<file path="src/rtl/axi4_multi_channel_buffer_pkg.sv">
`default_nettype none
// ============================================================================
//  Module      : axi4_multi_channel_buffer_pkg
//  Description : Default parameter values and the count-width helper shared
//                by the multi-channel buffer and its per-channel queue.
//  Revision    : 1.0 - initial release
// ============================================================================
package axi4_multi_channel_buffer_pkg;

  localparam int DEF_N_CH  = 5;
  localparam int DEF_WIDTH = 48;
  localparam int DEF_DEPTH = 2;
  localparam int DEF_PIPE  = 1;
  localparam int DEF_FLOW  = 0;

  // Bits needed to hold an occupancy of 0..depth inclusive.
  function automatic int cnt_width(input int depth);
    return $clog2(depth + 1);
  endfunction

endpackage : axi4_multi_channel_buffer_pkg
`default_nettype wire

</file>
<file path="src/rtl/axi4_multi_channel_buffer_queue.sv">
`default_nettype none
// ============================================================================
//  Module      : buffer_queue
//  Description : Single-channel valid/ready queue of DEPTH entries with
//                optional pass-through-when-full (PIPE) and zero-latency
//                flow-through when empty (FLOW).
//  Revision    : 1.0 - initial release
// ============================================================================
module buffer_queue
  import axi4_multi_channel_buffer_pkg::*;
#(
  parameter  int WIDTH = DEF_WIDTH,
  parameter  int DEPTH = DEF_DEPTH,
  parameter  int PIPE  = DEF_PIPE,
  parameter  int FLOW  = DEF_FLOW,
  localparam int CW    = cnt_width(DEPTH)
) (
  input  logic             clock,
  input  logic             reset,
  input  logic             s_valid_i,
  output logic             s_ready_o,
  input  logic [WIDTH-1:0] s_data_i,
  output logic             m_valid_o,
  input  logic             m_ready_i,
  output logic [WIDTH-1:0] m_data_o,
  output logic [CW-1:0]    count_o
);

  localparam int            PW       = (DEPTH > 1) ? $clog2(DEPTH) : 1;
  localparam logic [CW-1:0] FULL_CNT = CW'(DEPTH);
  localparam logic [PW-1:0] LAST_PTR = PW'(DEPTH - 1);
  localparam bit            PIPE_EN  = (PIPE != 0);
  localparam bit            FLOW_EN  = (FLOW != 0);

  logic [WIDTH-1:0] mem_q [DEPTH];
  logic [PW-1:0]    wr_ptr_q, wr_ptr_d;
  logic [PW-1:0]    rd_ptr_q, rd_ptr_d;
  logic [CW-1:0]    count_q,  count_d;

  logic full, empty, enq, deq, bypass, store, fetch;

  assign full   = (count_q == FULL_CNT);
  assign empty  = (count_q == '0);

  // A full queue can still accept when PIPE lets the same-cycle dequeue
  // make room; nothing is accepted while reset is held.
  assign s_ready_o = !reset && (!full || (PIPE_EN && m_ready_i));
  assign m_valid_o = !empty || (FLOW_EN && s_valid_i);
  assign m_data_o  = (FLOW_EN && empty) ? s_data_i : mem_q[rd_ptr_q];

  assign enq    = s_valid_i && s_ready_o;
  assign deq    = m_valid_o && m_ready_i;
  // Empty flow-through beat consumed in the same cycle never touches storage.
  assign bypass = FLOW_EN && empty && enq && deq;
  assign store  = enq && !bypass;
  assign fetch  = deq && !empty;
  assign count_o = count_q;

  // Next-state for pointers and occupancy.
  always_comb begin
    wr_ptr_d = wr_ptr_q;
    rd_ptr_d = rd_ptr_q;
    count_d  = count_q;
    if (store) wr_ptr_d = (wr_ptr_q == LAST_PTR) ? '0 : wr_ptr_q + 1'b1;
    if (fetch) rd_ptr_d = (rd_ptr_q == LAST_PTR) ? '0 : rd_ptr_q + 1'b1;
    if (enq && !deq)      count_d = count_q + 1'b1;
    else if (deq && !enq) count_d = count_q - 1'b1;
  end

  // Pointer and occupancy registers, cleared by synchronous reset.
  always_ff @(posedge clock) begin
    if (reset) begin
      wr_ptr_q <= '0;
      rd_ptr_q <= '0;
      count_q  <= '0;
    end else begin
      wr_ptr_q <= wr_ptr_d;
      rd_ptr_q <= rd_ptr_d;
      count_q  <= count_d;
    end
  end

  // Payload storage; contents are meaningless until counted, so no reset.
  always_ff @(posedge clock) begin
    if (store) mem_q[wr_ptr_q] <= s_data_i;
  end

endmodule : buffer_queue
`default_nettype wire

</file>
<file path="src/rtl/axi4_multi_channel_buffer.sv">
`default_nettype none
// ============================================================================
//  Module      : axi4_multi_channel_buffer
//  Description : N_CH independent valid/ready channel queues placed between
//                the core AXI4 master port and the fabric, with per-channel
//                occupancy and an aggregate idle flag for clock gating.
//  Revision    : 1.0 - initial release
// ============================================================================
module axi4_multi_channel_buffer
  import axi4_multi_channel_buffer_pkg::*;
#(
  parameter  int N_CH  = DEF_N_CH,
  parameter  int WIDTH = DEF_WIDTH,
  parameter  int DEPTH = DEF_DEPTH,
  parameter  int PIPE  = DEF_PIPE,
  parameter  int FLOW  = DEF_FLOW,
  localparam int CW    = cnt_width(DEPTH)
) (
  input  logic                  clock,
  input  logic                  reset,
  input  logic [N_CH-1:0]       s_valid,
  output logic [N_CH-1:0]       s_ready,
  input  logic [N_CH*WIDTH-1:0] s_data,
  output logic [N_CH-1:0]       m_valid,
  input  logic [N_CH-1:0]       m_ready,
  output logic [N_CH*WIDTH-1:0] m_data,
  output logic [N_CH*CW-1:0]    count,
  output logic                  idle
);

  logic [N_CH-1:0] ch_empty;

  for (genvar i = 0; i < N_CH; i++) begin : g_ch
    buffer_queue #(
      .WIDTH (WIDTH),
      .DEPTH (DEPTH),
      .PIPE  (PIPE),
      .FLOW  (FLOW)
    ) u_queue (
      .clock     (clock),
      .reset     (reset),
      .s_valid_i (s_valid[i]),
      .s_ready_o (s_ready[i]),
      .s_data_i  (s_data[i*WIDTH +: WIDTH]),
      .m_valid_o (m_valid[i]),
      .m_ready_i (m_ready[i]),
      .m_data_o  (m_data[i*WIDTH +: WIDTH]),
      .count_o   (count[i*CW +: CW])
    );

    assign ch_empty[i] = (count[i*CW +: CW] == '0);
  end

  // Idle only when nothing is stored and nothing is being offered.
  assign idle = (&ch_empty) && !(|s_valid);

endmodule : axi4_multi_channel_buffer
`default_nettype wire

</file>
<file path="config.mk">
export PLATFORM = sky130hd
export DESIGN_NAME = axi4_multi_channel_buffer
export DESIGN_NICKNAME = d
export VERILOG_FILES = /design/src/rtl/axi4_multi_channel_buffer_pkg.sv /design/src/rtl/axi4_multi_channel_buffer_queue.sv /design/src/rtl/axi4_multi_channel_buffer.sv
export SDC_FILE = /design/constraint.sdc
export NUM_CORES = 1
export LEC_CHECK = 0
export CORE_ASPECT_RATIO = 0.5
export CORE_MARGIN = 2
export CORE_UTILIZATION = 50
export CTS_CLUSTER_DIAMETER = 100
export DETAILED_ROUTE_END_ITERATION = 6
export PLACE_DENSITY_LB_ADDON = 0.3
export SLEW_MARGIN = 20
export SYNTH_ARGS = -nofsm -noshare
export SYNTH_HDL_FRONTEND = slang
export SYNTH_SLANG_ARGS = --single-unit
</file>
<file path="constraint.sdc">
create_clock -name clock -period 7.6 [get_ports clock]
set_input_delay 1.52 -clock clock [delete_from_list [all_inputs] [get_ports clock]]
set_output_delay 1.52 -clock clock [all_outputs]
set_load 0.05 [all_outputs]
</file>
; ---- After elaboration in Yosys (flattened, before gate mapping)
; Memory sizes are Yosys's and may differ from the RTL's. A register that Yosys moved wholly into a read port is not among the register bits.
; Cells that the tools add are included.
[op_classes]
reduce_logical = 70
n_addsub = 20
muxes = 40
n_eq_ne = 5
[ops]
columns = cell, n
row1 = 1-bit logical AND, 31
row2 = 1-bit 2-to-1 mux, 30
row3 = 1-bit logical NOT, 22
row4 = 2-bit 2-to-1 mux, 10
row5 = "1-bit adder, second input constant", 10
row6 = "2-bit by 1-bit adder with 2-bit output, second input constant", 5
row7 = "2-bit equality test, second input constant", 5
row8 = 2-bit logical NOT, 5
row9 = 2-bit nonzero test, 5
row10 = "2-bit by 1-bit subtractor with 2-bit output, second input constant", 5
row11 = 1-bit logical OR, 5
row12 = 5-bit AND reduction, 1
row13 = 5-bit OR reduction, 1
[totals]
memories = 5
wordCells = 155
out_inout_bits = 261
reg_bits = 20
ram_bits = 480
inputBits = 252
[memory_table]
columns = memory, depth, width, read_ports, rd_clocked_by_memory_dff, write_ports, line
row1 = g_ch[0].u_queue.mem_q, 2, 48, 1, 1, 1, axi4_multi_channel_buffer_queue.sv:35  ; logic [WIDTH-1:0] mem_q [DEPTH];
row2 = g_ch[1].u_queue.mem_q, 2, 48, 1, 1, 1, axi4_multi_channel_buffer_queue.sv:35
row3 = g_ch[2].u_queue.mem_q, 2, 48, 1, 1, 1, axi4_multi_channel_buffer_queue.sv:35
row4 = g_ch[3].u_queue.mem_q, 2, 48, 1, 1, 1, axi4_multi_channel_buffer_queue.sv:35
row5 = g_ch[4].u_queue.mem_q, 2, 48, 1, 1, 1, axi4_multi_channel_buffer_queue.sv:35

; ---- Depth between registers and ports, before layout
[depth]
word_depth = 9
depth_mapped = 6

; ---- By module
; Synthesis repeated with hierarchy kept, for this count alone.
[unflattened]
cells_unflattened = 885
hier_area_um2 = 18537.8
[by_module_without_submodules]
columns = mod, n_inst, cells_per_inst, area_each_um2, seq_area_each_um2
row1 = buffer_queue, 5, 176, 3701.0, 2982.9
row2 = axi4_multi_channel_buffer, 1, 5, 32.5, 0.0

; ---- Least setup slack after synthesis
; Ideal clock, no wire load.
[synth_timing]
path_kind = input-to-output
from = input s_valid[2]
to = output idle
required_time_ns = 6.080
setup_slack_ns = 2.811
t_arrival_ns = 3.269
cell_stages = 3
path_cell_list = or4_1 -> or3_1 -> nor4_2
[synth_between]
elab_chain_cells = 3
[synth_rtl]
columns = item, line
row1 = "start, declared", axi4_multi_channel_buffer.sv:21  ; input logic [N_CH-1:0] s_valid,
row2 = 5-bit OR reduction, axi4_multi_channel_buffer.sv:55  ; assign idle = (&ch_empty) && !(|s_valid);
row3 = 1-bit logical NOT, axi4_multi_channel_buffer.sv:55
row4 = 1-bit logical AND, axi4_multi_channel_buffer.sv:55
row5 = "end, declared", axi4_multi_channel_buffer.sv:28  ; output logic idle
; No other way between the ends.

; ---- Worst setup path in the final report
[layout_timing]
from = input s_valid[0]
to = output idle
; Same word-level chain as after synthesis.

==> PnR_summary.wiki <==
{| class="wikitable"
! Metric !! Value
|-
| Run status || finished with violations
|-
| Violations in the final reports || design-rule violations
|-
| Share of final-layout standard cells stronger than drive strength 1 || 5.82%
|-
| Number of DRC violations after detailed routing || 7
|-
| Sequential cell area in the final layout || 0.0149 mm²
|-
| Footprint of the multi-input gates || 0.00340 mm²
|-
| Post-layout minimum cycle time || 5.45 ns
|-
| CP endpoint kind || output pin
|-
| Fin. Hold Viols || 0
|-
| Most common cell after layout, fill and taps aside || clkdlybuf4s50_1
|-
| Worst hold path cell count || 2
|-
| Max-slew violation count || 0
|-
| Origin of the critical flop-to-flop path || g_ch[1].u_queue.count_o[0]
|-
| Setup repair after global routing missed its margin || false
|-
| Maximum number of pins on one net before global-route repair || 49
|-
| Iteration-0 DRC count of the detailed router || 452
|-
| Site row count || 49
|-
| Critical setup path kind || input pin to output pin
|-
| Num CTS Buffers || 44
|-
| CTS tree || built
|-
| Slew @ Worst Pin || 0.696 ns
|-
| Final setup violation count || 0
|-
| Required @ worst endpoint || 6.08 ns
|-
| Post-cts resize count || 0
|-
| Number of port buffers || 512
|-
| Area growth syn-to-layout || 37.8%
|-
| WL/cell || 22.0 µm
|-
| Synth Warn # || 0
|-
| Max capacitance violation total || 0
|-
| Number of setup buffers added after CTS || 0
|-
| Insertion delay to the later sink of the worst-skew pair || 0.54 ns
|-
| Clock tree sinks || 505
|-
| Wire length of the first global-routing pass || 62500 µm
|-
| Number of cells produced by synthesis || 883
|-
| Critical path launch point || s_valid[0]
|-
| Overall Global Routing Usage || 21.6%
|-
| Part of the cycle the worst path needs || 71.7%
|-
| Max frequency || 0.184 GHz
|-
| Worst path arrival time || 3.93 ns
|-
| Remaining Overflow, GRT || 0
|-
| Post-synthesis net count || 1140
|-
| Via count || 9857
|-
| Synthesized area per cell || 20.9 µm²
|-
| Final Skew || 0.00878 ns
|-
| Area of all placed cells without fillers || 0.0255 mm²
|-
| Die height || 140 µm
|-
| Destination of the critical timing path || idle
|-
| Lkg Pwr || 0.00855 µW
|-
| Maximum fanout along the worst path || 2
|-
| Ratio of total power to cell area || 345 mW/mm²
|-
| Fin nets || 1671
|-
| Worst-case register-to-register setup slack || 5.15 ns
|-
| Remaining max-slew budget at the tightest pin || 53.6%
|-
| Placer's final routability congestion estimate || 0.886
|-
| Setup slack after layout || 2.15 ns
|-
| Commonest cells after routing, fill and taps aside || 512 x clkdlybuf4s50_1, 480 x edfxtp_1, 240 x mux2_1, 45 x clkbuf_16
|-
| Core ar. || 0.0362 mm²
|-
| Num ports || 513
|-
| Yosys reg bits || 505
|-
| Fillers || 2296
|-
| Post-DRT Antenna Nets || 0
|-
| Startpoint types || input pin
|-
| Clock-pin slew reported for the worst setup and hold paths after clock tree synthesis || 0.06 ns
|-
| Initial DRT Pass Iterations || 6
|-
| Initial cell density of the core || 51.1%
|-
| Worst vdd rail ir drop || 0.301 mV
|-
| Via count of the first global-routing pass || 10500
|-
| Post-layout util || 70.4%
|-
| Area of the die || 0.0386 mm²
|-
| Clock Root Buffer || clkbuf_16
|-
| H-tree depth || 2
|-
| Final HPWL from detailed placement || 29600 µm
|-
| Final wirelength || 42500 µm
|-
| Sequential cell area fraction in the yosys report || 80.7%
|-
| Area of placed instances || 0.0241 mm²
|-
| Maximum clock path buffer count || 3
|-
| Post-place setup slack || 2.14 ns
|-
| HP Class || register to register
|-
| Vias/cell || 5.10
|-
| Synthesized cell area || 0.0185 mm²
|-
| End of the worst register-to-register path || g_ch[1].u_queue.mem_q[0][39]
|-
| Number of buffers added to fix hold violations after cts || 0
|-
| Initial antenna violation count || 3
|-
| Total negative slack for setup checks || 0 ns
|-
| Die X || 276 µm
|-
| Number of cells traversed by the worst register-to-register path || 4
|-
| Number of different library cells in the post-synthesis netlist || 24
|}
-- how the worst min path moves through the flow --
stage | from | end | slack [ns]
floorplan | g_ch[0].u_queue.wr_ptr_q | g_ch[0].u_queue.wr_ptr_q | 0.45
global placement | g_ch[0].u_queue.rd_ptr_q | g_ch[0].u_queue.rd_ptr_q | 0.49
detailed placement | g_ch[0].u_queue.rd_ptr_q | g_ch[0].u_queue.rd_ptr_q | 0.49
CTS | g_ch[0].u_queue.rd_ptr_q | g_ch[0].u_queue.rd_ptr_q | 0.51
global route | g_ch[0].u_queue.rd_ptr_q | g_ch[0].u_queue.rd_ptr_q | 0.54
finish | g_ch[0].u_queue.rd_ptr_q | g_ch[0].u_queue.rd_ptr_q | 0.50
-- synth_stat cells --
cell,n,area (µm²)
xor2_1,15,131
nor3b_2,1,12.5
and2_1,5,31.3
o21ai_1,5,25.0
or2_2,1,6.26
nor2_1,20,75.1
or3_1,6,37.5
ha_1,5,62.6
mux2i_1,5,50.1
nor4_2,1,12.5
dfxtp_1,25,500
nor2b_1,5,31.3
buf_2,15,75.1
o21ai_0,5,25.0
nor3b_1,9,67.6
a21oi_1,5,25.0
or4_1,1,7.51
or2_1,5,31.3
mux2_1,240,2700
buf_4,10,75.1
inv_1,1,3.75
nand2_1,5,18.8
clkbuf_1,13,48.8
edfxtp_1,480,14400
-- power by group --
part	switching, µW	internal, µW
combinational	2110	1130
clock	944	1150
sequential	170	3300
total	3220	5570
-- routing by layer --
layer | GRT usage (%) | vias up | routed length [µm]
met1 | 23.8 | 5038 | 15500
li1 | - | 4516 | -
met2 | 41.5 | 221 | 24000
met5 | 0 | - | 0
met3 | 4.13 | 82 | 1610
met4 | 7.53 | 0 | 1360
-- layout make-up --
type                            count  share of cell area [%]
Inverter                            1                  0.0147
Timing Repair Buffer              523                    20.5
Clock inverter                     24                   0.614
Multi-Input combinational cell    339                    13.4
Antenna cell                        3                  0.0295
Clock buffer                       52                    4.53
Tap cell                          484                    2.38
Sequential cell                   505                    58.6
-- logic make-up after synthesis --
logic type	after synthesis	synth area share, %
buffers and inverters	39	1.10
AND/OR/NAND/NOR	59	1.80
flip-flops	505	80.7
adder cells (fa/ha/maj)	5	0.339
multiplexers	245	14.9
AO/OA/AOI/OAI	15	0.406
XOR/XNOR	15	0.711
-- state kept, by name, indices dropped and copies added (netlist names), named ones only --
| signal | count |
|---|---|
| g_ch.u_queue.count_o | 10 |
| g_ch.u_queue.mem_q | 480 |
| g_ch.u_queue.rd_ptr_q | 5 |
| g_ch.u_queue.wr_ptr_q | 5 |
-- metrics by stage --
step	cells	hold WS, ns	power, µW
after global placement	1852	0.488	6740
final	1931	0.503	8790
after detailed placement	1852	0.493	6780
after CTS	1928	0.512	8880
after floorplan	883	0.451	5640
after global routing	1931	0.540	9090
-- worst max-delay path, stage by stage --
cell,delay [ns]
clkdlybuf4s50_1,0.54
or4_1,0.45
or3_1,0.33
nor4_2,0.23
clkdlybuf4s50_1,0.86
(Power assumes the default switching activity.)
